File: config.mk
export PLATFORM = sky130hd
export DESIGN_NAME = nbuf_frame_ctrl
export DESIGN_NICKNAME = d
export VERILOG_FILES = /design/src/rtl/nbuf_frame_ctrl.sv
export SDC_FILE = /design/constraint.sdc
export NUM_CORES = 1
export LEC_CHECK = 0
export BUFFER_PORTS_ARGS = -buffer_cell sky130_fd_sc_hd__buf_2
export CAP_MARGIN = 20
export CORE_MARGIN = 2
export CORE_UTILIZATION = 51
export DETAILED_ROUTE_END_ITERATION = 10
export PLACE_DENSITY = 0.76
export SYNTH_ARGS = -nofsm -noshare
export SYNTH_HDL_FRONTEND = slang
export SYNTH_SLANG_ARGS = --single-unit
File: constraint.sdc
create_clock -name clk -period 4.25 [get_ports clk]
set_input_delay 0.425 -clock clk [delete_from_list [all_inputs] [get_ports clk]]
set_output_delay 0.425 -clock clk [all_outputs]
set_load 0.005 [all_outputs]
File: src/rtl/nbuf_frame_ctrl.sv
`default_nettype none
`timescale 1ns/1ps
// ============================================================================
// Module   : nbuf_frame_ctrl
// Purpose  : N-buffer frame rotation controller. Tracks NUM_BUF frame
//            buffers (FREE / WRITING / READY / READING), keeps READY buffers
//            in an ordered queue and drives the capture/display buffer
//            indices. Supports latest-frame and in-order queue modes with
//            saturating drop/repeat statistics and an enable gate.
// Revision : 1.0 - initial release
// ============================================================================
module nbuf_frame_ctrl #(
    parameter int NUM_BUF     = 3,
    parameter int SEL_W       = 3,
    parameter int CNT_W       = 16,
    parameter int SYNC_STAGES = 2
) (
    input  logic             clk,
    input  logic             reset,
    input  logic             enable,
    input  logic             mode,
    input  logic             capture_trigger,
    input  logic             transmission_trigger,
    output logic [SEL_W-1:0] write_sel,
    output logic [SEL_W-1:0] read_sel,
    output logic             wr_swap,
    output logic             rd_swap,
    output logic [3:0]       ready_count,
    output logic [CNT_W-1:0] frames_dropped,
    output logic [CNT_W-1:0] frames_repeated
);

    localparam int             c_QCAP    = NUM_BUF - 2;
    localparam int             c_SUM_W   = CNT_W + 4;
    localparam logic [CNT_W-1:0] c_CNT_MAX = {CNT_W{1'b1}};

    // Synchroniser chains plus edge-delay flops
    logic [SYNC_STAGES-1:0] r_cap_sync;
    logic [SYNC_STAGES-1:0] r_disp_sync;
    logic                   r_cap_dly;
    logic                   r_disp_dly;

    // Buffer ownership state
    logic [SEL_W-1:0] r_wr_sel;
    logic [SEL_W-1:0] r_rd_sel;
    logic [SEL_W-1:0] r_queue [c_QCAP];
    logic [3:0]       r_qcnt;
    logic             r_wr_swap;
    logic             r_rd_swap;
    logic [CNT_W-1:0] r_dropped;
    logic [CNT_W-1:0] r_repeated;

    // Next-state wires
    logic             w_cap_go;
    logic             w_disp_go;
    logic [SEL_W-1:0] w_wr;
    logic [SEL_W-1:0] w_rd;
    logic [SEL_W-1:0] w_q [c_QCAP];
    logic [3:0]       w_qcnt;
    logic             w_wr_swap;
    logic             w_rd_swap;
    logic [3:0]       w_drop_inc;
    logic             w_rep_inc;
    logic             w_used;
    logic [c_SUM_W-1:0] w_drop_sum;
    logic [c_SUM_W-1:0] w_rep_sum;
    logic [CNT_W-1:0] w_dropped;
    logic [CNT_W-1:0] w_repeated;

    // Trigger synchronisers; reset to all-ones so a trigger already high at
    // reset release is treated as old and needs a fresh rising edge to fire
    always_ff @(posedge clk or negedge reset) begin
        if (!reset) begin
            r_cap_sync  <= {SYNC_STAGES{1'b1}};
            r_disp_sync <= {SYNC_STAGES{1'b1}};
            r_cap_dly   <= 1'b1;
            r_disp_dly  <= 1'b1;
        end else begin
            r_cap_sync  <= {r_cap_sync[SYNC_STAGES-2:0], capture_trigger};
            r_disp_sync <= {r_disp_sync[SYNC_STAGES-2:0], transmission_trigger};
            r_cap_dly   <= r_cap_sync[SYNC_STAGES-1];
            r_disp_dly  <= r_disp_sync[SYNC_STAGES-1];
        end
    end

    // Events are detected continuously but only acted on while enabled
    assign w_cap_go  = enable & r_cap_sync[SYNC_STAGES-1]  & ~r_cap_dly;
    assign w_disp_go = enable & r_disp_sync[SYNC_STAGES-1] & ~r_disp_dly;

    // Buffer rotation: display is resolved first, capture then sees the result
    always_comb begin
        w_q        = r_queue;
        w_qcnt     = r_qcnt;
        w_rd       = r_rd_sel;
        w_wr       = r_wr_sel;
        w_drop_inc = 4'd0;
        w_rep_inc  = 1'b0;
        w_wr_swap  = 1'b0;
        w_rd_swap  = 1'b0;
        w_used     = 1'b0;

        if (w_disp_go) begin
            if (w_qcnt != 4'd0) begin
                w_rd_swap = 1'b1;
                if (mode) begin
                    // Queue mode: pop the oldest entry
                    w_rd = w_q[0];
                    for (int k = 0; k < c_QCAP - 1; k++) begin
                        w_q[k] = w_q[k+1];
                    end
                    w_qcnt = w_qcnt - 4'd1;
                end else begin
                    // Latest mode: take the newest, discard the rest
                    for (int k = 0; k < c_QCAP; k++) begin
                        if (4'(k) == w_qcnt - 4'd1) begin
                            w_rd = w_q[k];
                        end
                    end
                    w_drop_inc = w_qcnt - 4'd1;
                    w_qcnt     = 4'd0;
                end
            end else begin
                w_rep_inc = 1'b1;
            end
        end

        if (w_cap_go) begin
            if (!mode) begin
                w_drop_inc = w_drop_inc + w_qcnt;
                w_q[0]     = r_wr_sel;
                w_qcnt     = 4'd1;
                w_wr_swap  = 1'b1;
            end else if (w_qcnt < 4'(c_QCAP)) begin
                for (int k = 0; k < c_QCAP; k++) begin
                    if (4'(k) == w_qcnt) begin
                        w_q[k] = r_wr_sel;
                    end
                end
                w_qcnt    = w_qcnt + 4'd1;
                w_wr_swap = 1'b1;
            end else begin
                // Queue full: the current write buffer is overwritten in place
                w_drop_inc = w_drop_inc + 4'd1;
            end

            // Lowest-index FREE buffer; scanning downward lets the lowest win.
            // The old write buffer is already queued, so it is never chosen.
            if (w_wr_swap) begin
                for (int i = NUM_BUF - 1; i >= 0; i--) begin
                    w_used = (SEL_W'(i) == w_rd) || (SEL_W'(i) == r_wr_sel);
                    for (int k = 0; k < c_QCAP; k++) begin
                        if ((4'(k) < w_qcnt) && (w_q[k] == SEL_W'(i))) begin
                            w_used = 1'b1;
                        end
                    end
                    if (!w_used) begin
                        w_wr = SEL_W'(i);
                    end
                end
            end
        end
    end

    // Saturating statistic counters
    always_comb begin
        w_drop_sum = c_SUM_W'(r_dropped) + c_SUM_W'(w_drop_inc);
        w_rep_sum  = c_SUM_W'(r_repeated) + c_SUM_W'(w_rep_inc);
        w_dropped  = (w_drop_sum > c_SUM_W'(c_CNT_MAX)) ? c_CNT_MAX : w_drop_sum[CNT_W-1:0];
        w_repeated = (w_rep_sum  > c_SUM_W'(c_CNT_MAX)) ? c_CNT_MAX : w_rep_sum[CNT_W-1:0];
    end

    // Registered buffer state, pulses and statistics
    always_ff @(posedge clk or negedge reset) begin
        if (!reset) begin
            r_wr_sel   <= SEL_W'(0);
            r_rd_sel   <= SEL_W'(1);
            for (int k = 0; k < c_QCAP; k++) begin
                r_queue[k] <= SEL_W'(0);
            end
            r_qcnt     <= 4'd0;
            r_wr_swap  <= 1'b0;
            r_rd_swap  <= 1'b0;
            r_dropped  <= {CNT_W{1'b0}};
            r_repeated <= {CNT_W{1'b0}};
        end else begin
            r_wr_sel   <= w_wr;
            r_rd_sel   <= w_rd;
            r_queue    <= w_q;
            r_qcnt     <= w_qcnt;
            r_wr_swap  <= w_wr_swap;
            r_rd_swap  <= w_rd_swap;
            r_dropped  <= w_dropped;
            r_repeated <= w_repeated;
        end
    end

    assign write_sel       = r_wr_sel;
    assign read_sel        = r_rd_sel;
    assign wr_swap         = r_wr_swap;
    assign rd_swap         = r_rd_swap;
    assign ready_count     = r_qcnt;
    assign frames_dropped  = r_dropped;
    assign frames_repeated = r_repeated;

endmodule
`default_nettype wire

== Yosys cells after proc, flatten, opt, wreduce, memory -nomap -nowiden ==
Cells that the tools add are included.
W data, S select, Z words.

* Bits in registers: 53
* Bits of input ports: 6

* Add/subtract/negate cells: 6
* Magnitude comparators: 4
* Equal/unequal tests: 7
* Muxes and demuxes: 43
* Bitwise logic cells: 6
* Reductions and logical operators: 13

{| class="wikitable"
|+ Operators with widths
! cell !! number
|-
| $mux W4 || 13
|-
| $gt A17 B16 Y1 const B || 2
|-
| $mux W3 || 11
|-
| $mux W16 || 2
|-
| $add A16 B1 Y17 || 1
|-
| $add A16 B4 Y17 || 1
|-
| $mux W1 || 17
|-
| $logic_not A3 Y1 || 3
|-
| $add A4 B1 Y4 const B || 2
|-
| $logic_not A4 Y1 || 2
|-
| $eq A1 B3 Y1 const A || 2
|-
| $eq A2 B3 Y1 const A || 2
|-
| $add A4 B4 Y4 || 1
|-
| $and A1 B1 Y1 || 4
|-
| $lt A1 B4 Y1 const A || 1
|-
| $lt A4 B1 Y1 const B || 1
|-
| $reduce_bool A4 Y1 || 1
|-
| $sub A4 B1 Y4 const B || 1
|-
| $eq A3 B1 Y1 const B || 1
|-
| $eq A3 B2 Y1 const B || 1
|-
| $logic_and A1 B1 Y1 || 3
|-
| $logic_or A1 B1 Y1 || 3
|-
| $ne A3 B3 Y1 const B || 1
|-
| $reduce_and A3 Y1 || 1
|-
| $not A1 Y1 || 2
|}

== Longest topological paths before layout ==
Gate-level depths: netlist (run 1).

* Depth in word-level cells: 17
* Gate-level depth with buffers: 22
* Gate-level depth less buffers: 21

== Worst setup path after synthesis (run 1) ==
No wires, ideal clock.

* Path kind: reg2reg
* Start point: register r_qcnt[0] (netlist: ready_count[0])
* End point: register r_dropped[10] (netlist: frames_dropped[10])
* Setup time: 0.069 ns
* Data arrival time: 4.283 ns
* Data required time: 4.181 ns
* Slack: -0.102 ns
* Cell stages (with the launch flop): 23
* Clock period less this slack: 4.352 ns
* Path through: dfrtp_1 -> inv_1 -> ha_1 -> nor3b_1 -> nand2b_2 -> buf_6 -> nor3b_1 -> a21oi_2 -> inv_1 -> ha_1 -> inv_1 -> fa_1 -> o22ai_1 -> nor2_1 -> a21o_1 -> fa_1 -> nor2b_1 -> o21ai_0 -> nand2b_1 -> nand2b_1 -> or3_1 -> clkbuf_1 -> nand3_1

* Cells in the longest elaborated chain, start to end: 11
* Elaborated cells on any way between the ends: 17
* Classes of those cells: add/sub (4); order compare (2); mux (10); reduce/logical (1)

{| class="wikitable"
|+ RTL lines
! item !! line !! text
|-
| from (decl) || 47 || <nowiki>logic [3:0] r_qcnt;</nowiki>
|-
| from (signal assigned) || 189 || <nowiki>r_qcnt <= w_qcnt;</nowiki>
|-
| $sub A4 B1 Y4 || 111, 119 ||
|-
| $mux W4 || 105 || <nowiki>if (mode) begin</nowiki>
|-
| $mux W4 || 103 || <nowiki>if (w_qcnt != 4'd0) begin</nowiki>
|-
| $mux W4 || 102 || <nowiki>if (w_disp_go) begin</nowiki>
|-
| $add A4 B1 Y4 / $lt A4 B1 Y1 (equally long branches) || 143, 133 ||
|-
| $mux W4 || 133 || <nowiki>end else if (w_qcnt < 4'(c_QCAP)) begin</nowiki>
|-
| $mux W4 || 128 || <nowiki>if (!mode) begin</nowiki>
|-
| $mux W4 (*) || 127 || <nowiki>if (w_cap_go) begin</nowiki>
|-
| $add A16 B4 Y17 (*) || 166 || <nowiki>w_drop_sum = c_SUM_W'(r_dropped) + c_SUM_W'(w_drop_inc);</nowiki>
|-
| $gt A17 B16 Y1 || 168 || <nowiki>w_dropped = (w_drop_sum > c_SUM_W'(c_CNT_MAX)) ? c_CNT_MAX : w_drop_sum[CNT_W-1:0];</nowiki>
|-
| $mux W16 (*) || 168 ||
|-
| named net w_dropped[10] || 67 || <nowiki>logic [CNT_W-1:0] w_dropped;</nowiki>
|-
| to (signal assigned) || 183 || <nowiki>r_dropped <= {CNT_W{1'b0}};</nowiki>
|-
| to (signal assigned) || 192 || <nowiki>r_dropped <= w_dropped;</nowiki>
|-
| to (decl) || 50 || <nowiki>logic [CNT_W-1:0] r_dropped;</nowiki>
|}

Mark *: on every way through the listed nets, which the timed path passes. The rest lies on a longest branch.
A chain may end at the register's enable or synchronous reset.

== Worst setup path in the final report (run 1) ==
* Start point: register r_qcnt[0] (netlist: ready_count[0])
* End point: register r_dropped[15] (netlist: frames_dropped[15])

The elaborated chain is that of the path after synthesis.

==> results of run 1 <==
## where the power goes
part           leakage (µW)  switching, µW  internal, µW
logic               0.00111            375           359
registers          0.000671           86.9           593
clock network     0.0000600            178           179
total               0.00184            640          1130
## state kept, by name, indices dropped and copies added, names as in the netlist
name             flops
frames_dropped      16
frames_repeated     16
r_cap_dly            1
r_cap_sync           2
r_disp_dly           1
r_disp_sync          2
r_queue              3
rd_swap              1
read_sel             3
ready_count          4
wr_swap              1
write_sel            2
## final timing paths
| kind | startpoint | endpoint | slack, ns | depth (start not counted) |
|---|---|---|---|---|
| worst max register to register | ready_count[0] | frames_dropped[15] | 0.25 | 21 |
| worst max-delay path | ready_count[0] | frames_dropped[15] | 0.25 | 21 |
| max in group asynchronous | reset | r_disp_sync[0] | 3.33 | 2 |
| worst min register to register | r_disp_sync[0] | r_disp_sync[1] | 0.36 | 0 |
| min in group clk | transmission_trigger | r_disp_sync[0] | 0.20 | 1 |
| worst min-delay path | reset | write_sel[0] | 0.1 | 1 |
## cells by family (layout without fill, tap and decap cells)
logic type | Yosys count | count (layout) | synth area share (%)
DFF | 52 | 52 | 43.70
adders and majority gates | 16 | 16 | 7.179
buffers and inverters | 25 | 89 | 4.048
xor gates and xnor gates | 23 | 23 | 6.719
other | 1 | 1 | 0.1251
and+or+nand+nor | 130 | 131 | 21.87
AOI/OAI and AO/OA | 57 | 57 | 13.73
muxes | 7 | 7 | 2.629
## stage by stage
stage / total power, µW / util (%) / hold WS, ns
after floorplan: 1142 / - / 0.1294
after global placement: 1355 / 60.08 / 0.3475
after detailed placement: 1382 / 60.08 / 0.3472
after CTS: 1747 / 62.20 / 0.1206
after global routing: 1902 / 63.72 / 0.1312
final: 1771 / 63.72 / 0.09811
## worst max-delay path: stages, from the launching register on
cell	delay [ns]
dfrtp_1	0.39
inv_1	0.09
ha_2	0.19
nor3b_4	0.22
nand2b_4	0.21
nor3b_2	0.06
a21oi_2	0.12
inv_1	0.06
ha_1	0.20
inv_1	0.09
fa_1	0.44
o22ai_1	0.16
nor2_1	0.07
a21oi_1	0.15
ha_1	0.24
a21o_1	0.19
a21oi_2	0.19
o21bai_2	0.10
nor2b_4	0.15
nor2b_1	0.15
nand3_1	0.09
mux2_2	0.33
## cells in the mapped netlist, types with 6 or more instances
master | n | share of area (%)
dfstp_2 | 7 | 6.1
xnor2_1 | 13 | 3.8
inv_1 | 14 | 1.8
nor2_1 | 24 | 3.0
nand2_1 | 41 | 5.1
xor2_1 | 10 | 2.9
a21oi_1 | 9 | 1.5
nand3_1 | 14 | 2.3
o21ai_0 | 11 | 1.8
and3_1 | 7 | 1.5
nor2b_1 | 7 | 1.5
dfrtp_1 | 45 | 38
ha_1 | 14 | 5.8
nand2b_1 | 6 | 1.3
nor3_1 | 7 | 1.2
## metal layers
layer	routed length (µm)	part of all wire (%)	GRT usage [%]
met5	0	0	0
met4	78	1.2	5.932
met3	259	4.0	4.382
met2	3221	50	35.58
met1	2869	45	27.11
## layout make-up
class                      instances  share of cell area [%]
tap                               72                   2.521
clock buffer                       5                   1.926
multi-input combinational        235                   45.41
sequential                        52                   36.66
inverter                          14                   1.471
clock inverter                     3                   1.296
timing repair buffer              67                   10.71
## timing repair
action	CTS	global route
cloned	0	1
setup endpoints to repair	1	16
pin swaps	0	1
gates resized for setup	1	7
setup buffers	0	6
==> impl_metrics.yaml, run 1 <==
placed_design:
  place_area_um2: 3369
  place_congestion: 0.9276
  dp.cells: 433
  io_buffer_count: 48
  pre_cts_slack_ns: 0.02578
  dp_hpwl_um: 4630
cts:
  clock_sinks: 52
  clock_latency_ns: 0.31
  holdBufCountCts: 0
  h-tree-depth: 2
  cts_tree: "done"
  cts_buffers: 5
  clock_tree.buffer_depth: 2
  clk_pin_slew_ns: 0.10
  cts_root_buf: "clkbuf_8"
final_layout:
  nFillCells: 513
  antenna_cells: 0
  mostFrequentLayoutCells: "48 x buf_2, 45 x dfrtp_1, 41 x nand2_1"
  area_growth_pct: 19.20
  final_common_cell: "buf_2"
  layout.cells.non_filler: 448
  register_area_um2: 1310
  final_layout_size_suffix_gt1_share_pct: 29.52
  multiInputGateArea_um2: 1623
  finalInstanceArea_um2: 3573
  finalNetCount: 397
routing:
  drc: 0
  route.vias.total: 2418
  detail-route-antenna-nets: 0
  drtPass1Iterations: 4
  routed_wl_um: 6429
  dr.first_iter.drc_count: 108
  via_per_inst: 5.397
  wl_per_cell_um: 14.35
floorplan:
  num_rows: 27
  io_pins: 50
  die_area_um2: 6508
  core_region_area_um2: 5608
  initial_utilization_pct: 53.46
  die_h_um: 80.67
  fp.dieW_um: 80.67
worst_setup_path:
  arrival_ns: 4.21
  worstPathRequired_ns: 4.46
  cp-end-kind: "flop"
  path_max_fanout: 7
  crit_path_start_kind: "flop"
  critical_path_class: "reg -> reg"
timing:
  final-max-slew-violation-count: 0
  fmax_mhz: 249.8
  hold_violations: 0
  fin_tns_setup_ns: 0
  period_minus_slack_ns: 4.003
  finalSetupViolCount: 0
  clock_skew_ns: 0.004588
  period_share_pct: 94.19
  relSlewSlack_pct: 60.64
  tightest_slew_ns: 0.5904
  setup_ws_ns: 0.2470
synthesis:
  synth_cell_types: 56
  synthesis.area_um2: 2998
  ys_seq_area_share_pct: 43.70
  syn_area_per_cell_um2: 9.639
  async_flop_share_pct: 100.0
  synth-edff-count: 0
  synth-main-ff-cell: "dfrtp_1"
  synth-seq-cells: 52
  synth_cells: 311
  synth_nets: 333
  synth_warnings: 0
grt:
  grt_overflow: 0
  grt_pass1_wl_um: 10600
  grt_max_degree: 29
  grt_pass1_vias: 2298
  grt_usage_pct: 21.00
  antenna_found_initial: 0
job:
  maxCapViolCount: 0
min_path:
  hold_path.class: "in -> async"
power_and_ir_drop:
  power_density_nw_per_um2: 495.5
  p_leak_uw: 0.001836
  peakVddDrop_v: 0.0002618
outcome:
  outcome: "finished clean"
Power figures use the tool's default switching activity.
==> run 2, diff against run 1 <==
- PLACE_DENSITY: 0.76 -> 0.83
- SETUP_SLACK_MARGIN: not set -> 0.15
==> run 2 against run 1 <==
Against the previous run:
- final cell count shrank 0.22%
- sequential share of layout area shrank 0.23 points
- worst setup slack gained 0.031 ns
- wire length shrank 1.4%
- combinational power grew 3%
- utilization grew 0.47 points
- first-iteration DRC count shrank 12%
- global-route usage shrank 0.70 points
- hold slack gained 0.11 ns
- clock-buffer cell count is the same
- largest power group unchanged
- highest routed layer unchanged
==> impl_metrics.yaml, run 2 (same netlist as run 1, synthesis figures left out) <==
outcome:
  outcome: "finished clean"
routing:
  detail-route-antenna-nets: 0
  via_per_inst: 5.447
  drc: 0
  dr.first_iter.drc_count: 95
  routed_wl_um: 6341
  route.vias.total: 2435
  wl_per_cell_um: 14.19
  drtPass1Iterations: 4
worst_setup_path:
  worstPathCellList: "inv_2, ha_4, nor3b_4, nand2b_4, buf_4, a21oi_2, inv_1, ha_2, inv_2, fa_1, o22ai_1, nor2_1, a21oi_1, ha_1, a21o_1, a21oi_2, o21bai_2, nor2b_4, nor2b_1, nand3_1, mux2_2"
  arrival_ns: 4.17
  slowest_stage: "fa_1"
  reg2reg_to: "frames_dropped[15]"
  critical_path_class: "reg -> reg"
  cpPeakStageDelay_ns: 0.45
  cp-end-kind: "flop"
  worstPathRequired_ns: 4.45
  path_delay_family: "adder cells"
  crit_path_start_kind: "flop"
  cp-startpoint: "ready_count[0]"
  crit_buf_inv: 4
  r2r_slack_ns: 0.28
  r2r-start: "ready_count[0]"
  path_max_fanout: 8
  r2r_cells: 21
final_layout:
  area_growth_pct: 20.08
  mostFrequentLayoutCells: "48 x buf_2, 44 x dfrtp_1, 41 x nand2_1"
  nFillCells: 501
  antenna_cells: 0
  finalNetCount: 396
  final_layout_size_suffix_gt1_share_pct: 32.00
  utilization_pct: 64.19
  final_common_cell: "buf_2"
job:
  maxCapViolCount: 0
floorplan:
  initial_utilization_pct: 53.46
  num_rows: 27
  die_h_um: 80.67
  fp.dieW_um: 80.67
  io_pins: 50
  die_area_um2: 6508
  core_region_area_um2: 5608
power_and_ir_drop:
  p_sw_share_pct: 35.91
  switchingPower_uw: 641.8
  pwr-share-seq_pct: 38.2
  p_leak_uw: 0.001837
  power_density_nw_per_um2: 496.5
  p_clk_share_pct: 19.7
  peakVddDrop_v: 0.0002958
  p_int_uw: 1146
  combPwrFrac_pct: 42.1
grt:
  grt_pass1_vias: 2225
  grt_max_degree: 53
  grt_overflow: 0
  grt_pass1_wl_um: 10240
  antenna_found_initial: 0
  grt_usage_pct: 20.29
cts:
  cts_buffers: 5
  cts_tree: "done"
  clock_sinks: 52
  clock_latency_ns: 0.30
  clock_tree.buffer_depth: 2
  h-tree-depth: 2
  clk_pin_slew_ns: 0.10
  cts_root_buf: "clkbuf_8"
timing:
  period_minus_slack_ns: 3.972
  tightest_slew_ns: 0.6579
  finalSetupViolCount: 0
  hold_violations: 0
  grt_setup_unrepaired: "yes"
  clock_skew_ns: 0.007273
  period_share_pct: 93.46
  fin_tns_setup_ns: 0
  final-max-slew-violation-count: 0
  fmax_mhz: 251.8
  relSlewSlack_pct: 56.14
min_path:
  worstHoldStart: "capture_trigger"
  hold_depth: 1
  hold_path.class: "in -> reg"
  holdPathEnd: "r_cap_sync[0]"
placed_design:
  dp_hpwl_um: 4365
  place_congestion: 0.9265
  io_buffer_count: 48
==> run 2: metal layers <==
metal	share of wire [%]	wire (µm)	GRT usage, %	up-vias
met4	1.7	106	7.458	0
met3	3.0	192	3.483	11
met2	51	3265	35.17	44
met5	0	0	0	-
met1	44	2777	25.33	1188
li1	-	-	-	1192
==> run 2: layout make-up <==
cell class	count	area (µm²)	share of cell area, %
inverters	14	52.55	1.460
clock buffers	5	68.82	1.912
multi-input cells	235	1655	45.99
flip-flops and latches	52	1311	36.43
well taps	72	90.09	2.503
clock inverters	3	46.29	1.286
repair buffers	66	375.4	10.43
==> run 2: through the flow <==
stage / cells / power [µW] / cell area (µm²) / hold slack, ns / worst slack (ns)
5_1_grt: 447 / 1913 / 3600 / 0.1894 / 0.07895
3_3_place_gp: 431 / 1358 / 3371 / 0.3470 / 0.1557
4_1_cts: 442 / 1753 / 3512 / 0.2025 / 0.07649
3_5_place_dp: 431 / 1385 / 3371 / 0.3472 / 0.03344
2_1_floorplan: 311 / 1156 / 3030 / 0.1294 / 0.1531
6_report: 447 / 1787 / 3600 / 0.2118 / 0.2778
==> run 2: worst max path at each step <==
stage	endpoint	slack, ns	cells after the start
finish	frames_dropped[15]	0.28	21
detailed placement	frames_dropped[15]	0.03	21
global route	frames_dropped[15]	0.08	21
CTS	frames_dropped[15]	0.08	21
global placement	frames_dropped[15]	0.16	21
floorplan	frames_dropped[10]	0.15	22
==> run 2: what timing repair did <==
item	in CTS	in global routing
hold buffers	0	0
cloned	0	1
resized for setup	1	14
pin swaps	0	2
buffers inserted	3	4
endpoints found under the setup margin	14	15
==> run 2: worst register-to-register path: stages (launching register included) <==
cell	delay, ns
dfrtp_2	0.42
inv_2	0.08
ha_4	0.15
nor3b_4	0.20
nand2b_4	0.21
buf_4	0.13
a21oi_2	0.05
inv_1	0.07
ha_2	0.18
inv_2	0.04
fa_1	0.45
o22ai_1	0.16
nor2_1	0.08
a21oi_1	0.16
ha_1	0.25
a21o_1	0.19
a21oi_2	0.20
o21bai_2	0.11
nor2b_4	0.15
nor2b_1	0.15
nand3_1	0.09
mux2_2	0.33
==> run 2: power by group through the flow <==
stage / Combinational (µW) / Sequential (µW) / Clock (µW)
after global routing: 834 / 697 / 382
after CTS: 715 / 682 / 356
after detailed placement: 694 / 691 / 0
final: 753 / 683 / 352
after global placement: 674 / 684 / 0
after floorplan: 465 / 691 / 0
==> run 3, diff against run 2 <==
- REMOVE_ABC_BUFFERS: not set -> 1
- SLEW_MARGIN: not set -> 0
==> run 3 against run 2 <==
Against the previous run:
- first-iteration DRC count grew 110%
- largest power group unchanged
- combinational power grew 1%
- clock skew shrank 0.0033 ns
- die area is the same
- worst setup slack gained 0.045 ns
- total power shrank 2.4%
- utilization shrank 0.29 points
- final cell count shrank 0.22%
- critical path depth is the same
- clock power shrank 16%
- via count grew 0.12%
- sequential share of layout area grew 0.13 points
==> impl_metrics.yaml, run 3 (same netlist as run 1, synthesis figures left out) <==
outcome:
  outcome: "finished clean"
grt:
  grt_pass1_wl_um: 10230
  grt_max_degree: 53
  top_usage_layer: "met2"
  antenna_found_initial: 0
  grt_usage_pct: 20.14
  grtUsageMet3_pct: 3.258
  grt_pass1_vias: 2292
  grt_util_met1_pct: 26.59
  grt_overflow: 0
  use_met2_pct: 33.83
routing:
  route.vias.total: 2438
  drtPass1Iterations: 4
  dr.first_iter.drc_count: 195
  routed_wl_um: 6418
  detail-route-antenna-nets: 0
  via_per_inst: 5.466
  drc: 0
  wl_per_cell_um: 14.39
placed_design:
  pre_cts_slack_ns: 0.01645
  io_buffer_count: 48
  place_congestion: 0.8109
  place_area_um2: 3357
  dp_hpwl_um: 4417
worst_setup_path:
  r2r_cells: 21
  critical_path_class: "reg -> reg"
  crit_path_start_kind: "flop"
  path_max_fanout: 6
  cp-startpoint: "ready_count[1]"
  cpPeakStageDelay_ns: 0.43
  worstPathCellList: "inv_2, ha_4, nor3b_4, nand2b_4, nor3b_1, a21oi_1, buf_4, ha_1, nor2b_4, a211oi_2, a21o_1, ha_1, inv_1, fa_2, nor2b_2, o21ai_1, nand2b_1, nand2b_1, buf_6, or3_1, nand3_1"
  arrival_ns: 4.17
  cp-end-kind: "flop"
  worstPathRequired_ns: 4.49
  r2r-start: "ready_count[1]"
  slowest_stage: "dfrtp_1"
power_and_ir_drop:
  power_density_nw_per_um2: 487.0
  p_leak_uw: 0.001820
  peakVddDrop_v: 0.0002808
timing:
  finalSetupViolCount: 0
  tightest_slew_ns: 0.6593
  period_share_pct: 92.41
  relSlewSlack_pct: 56.05
  final-max-slew-violation-count: 0
  fin_tns_setup_ns: 0
  period_minus_slack_ns: 3.927
  setup_ws_ns: 0.3225
  clock_skew_ns: 0.004009
  holdWs_ns: 0.2131
  grt_setup_unrepaired: "no"
  hold_violations: 0
  fmax_mhz: 254.6
floorplan:
  fp.dieW_um: 80.67
  core_region_area_um2: 5608
  initial_utilization_pct: 53.46
  num_rows: 27
  die_area_um2: 6508
  io_pins: 50
  die_h_um: 80.67
final_layout:
  final_common_cell: "buf_2"
  finalInstanceArea_um2: 3583
  mostFrequentLayoutCells: "48 x buf_2, 45 x dfrtp_1, 41 x nand2_1"
  final_layout_size_suffix_gt1_share_pct: 31.55
  antenna_cells: 0
  finalNetCount: 395
  area_growth_pct: 19.53
cts:
  holdBufCountCts: 0
  clock_latency_ns: 0.30
  cts_root_buf: "clkbuf_8"
  clk_pin_slew_ns: 0.09
  clock_sinks: 52
  cts_buffers: 5
  h-tree-depth: 2
  cts_tree: "done"
  clock_tree.buffer_depth: 2
min_path:
  hold_depth: 1
  worstHoldStart: "capture_trigger"
  hold_path.class: "in -> reg"
job:
  maxCapViolCount: 0
-- run 3: cell types whose count changed in the layout (fill, tap and decap cells not counted), moves of 2 or more --
cell / previous run / this run
buf_4: 18 / 16
inv_1: 11 / 13
inv_2: 3 / 1
nor2_1: 24 / 22
nor2_2: 0 / 2
nor2b_1: 6 / 4
-- run 3: timing repair --
item                                    4_1_cts  5_1_grt
setup buffers                                 0        4
cloned                                        0        1
pin swaps                                     0        5
endpoints found under the setup margin       15       16
gates resized for setup                       4       20
-- run 3: metal layers --
metal | up-vias | part of all wire (%)
li1 | 1190 | -
met1 | 1190 | 45
met2 | 46 | 50
met3 | 12 | 3.1
met4 | 0 | 1.7
met5 | - | 0
-- run 3: cell type report --
class | instances | area [µm²]
sequential | 52 | 1310
clock inverter | 2 | 13.76
multi-input combinational | 235 | 1663
timing repair buffer | 65 | 371.6
clock buffer | 6 | 82.58
inverter | 14 | 52.55
fill | 486 | 2024
tap | 72 | 90.09
-- run 3: final timing paths --
kind | slack, ns | end
worst max-delay path | 0.32 | frames_dropped[10]
worst max register to register | 0.32 | frames_dropped[10]
max in group asynchronous | 3.58 | frames_dropped[4]
worst min-delay path | 0.21 | r_cap_sync[0]
min in group asynchronous | 0.23 | write_sel[1]
worst min register to register | 0.36 | r_disp_sync[1]
-- run 3: stage by stage --
| step | instances | power [µW] | util, % |
|---|---|---|---|
| final | 446 | 1745 | 63.90 |
| after global routing | 446 | 1869 | 63.90 |
| after CTS | 441 | 1680 | 61.89 |
| after detailed placement | 433 | 1366 | 59.86 |
| after global placement | 433 | 1337 | 59.86 |
| after floorplan | 300 | 1113 | - |
-- run 3: power by group --
group	internal (µW)	switching [µW]
clock	133	163
sequential	593	92.2
combinational	371	392
-- run 3: worst max-delay path: cells and delay by family, from the launching register on --
family | cells | cell delay, ns
AOI/OAI and AO/OA | 4 | 0.53
DFF | 1 | 0.43
buffers and inverters | 4 | 0.46
adders and majority gates | 4 | 0.91
and+or+nand+nor | 9 | 1.54
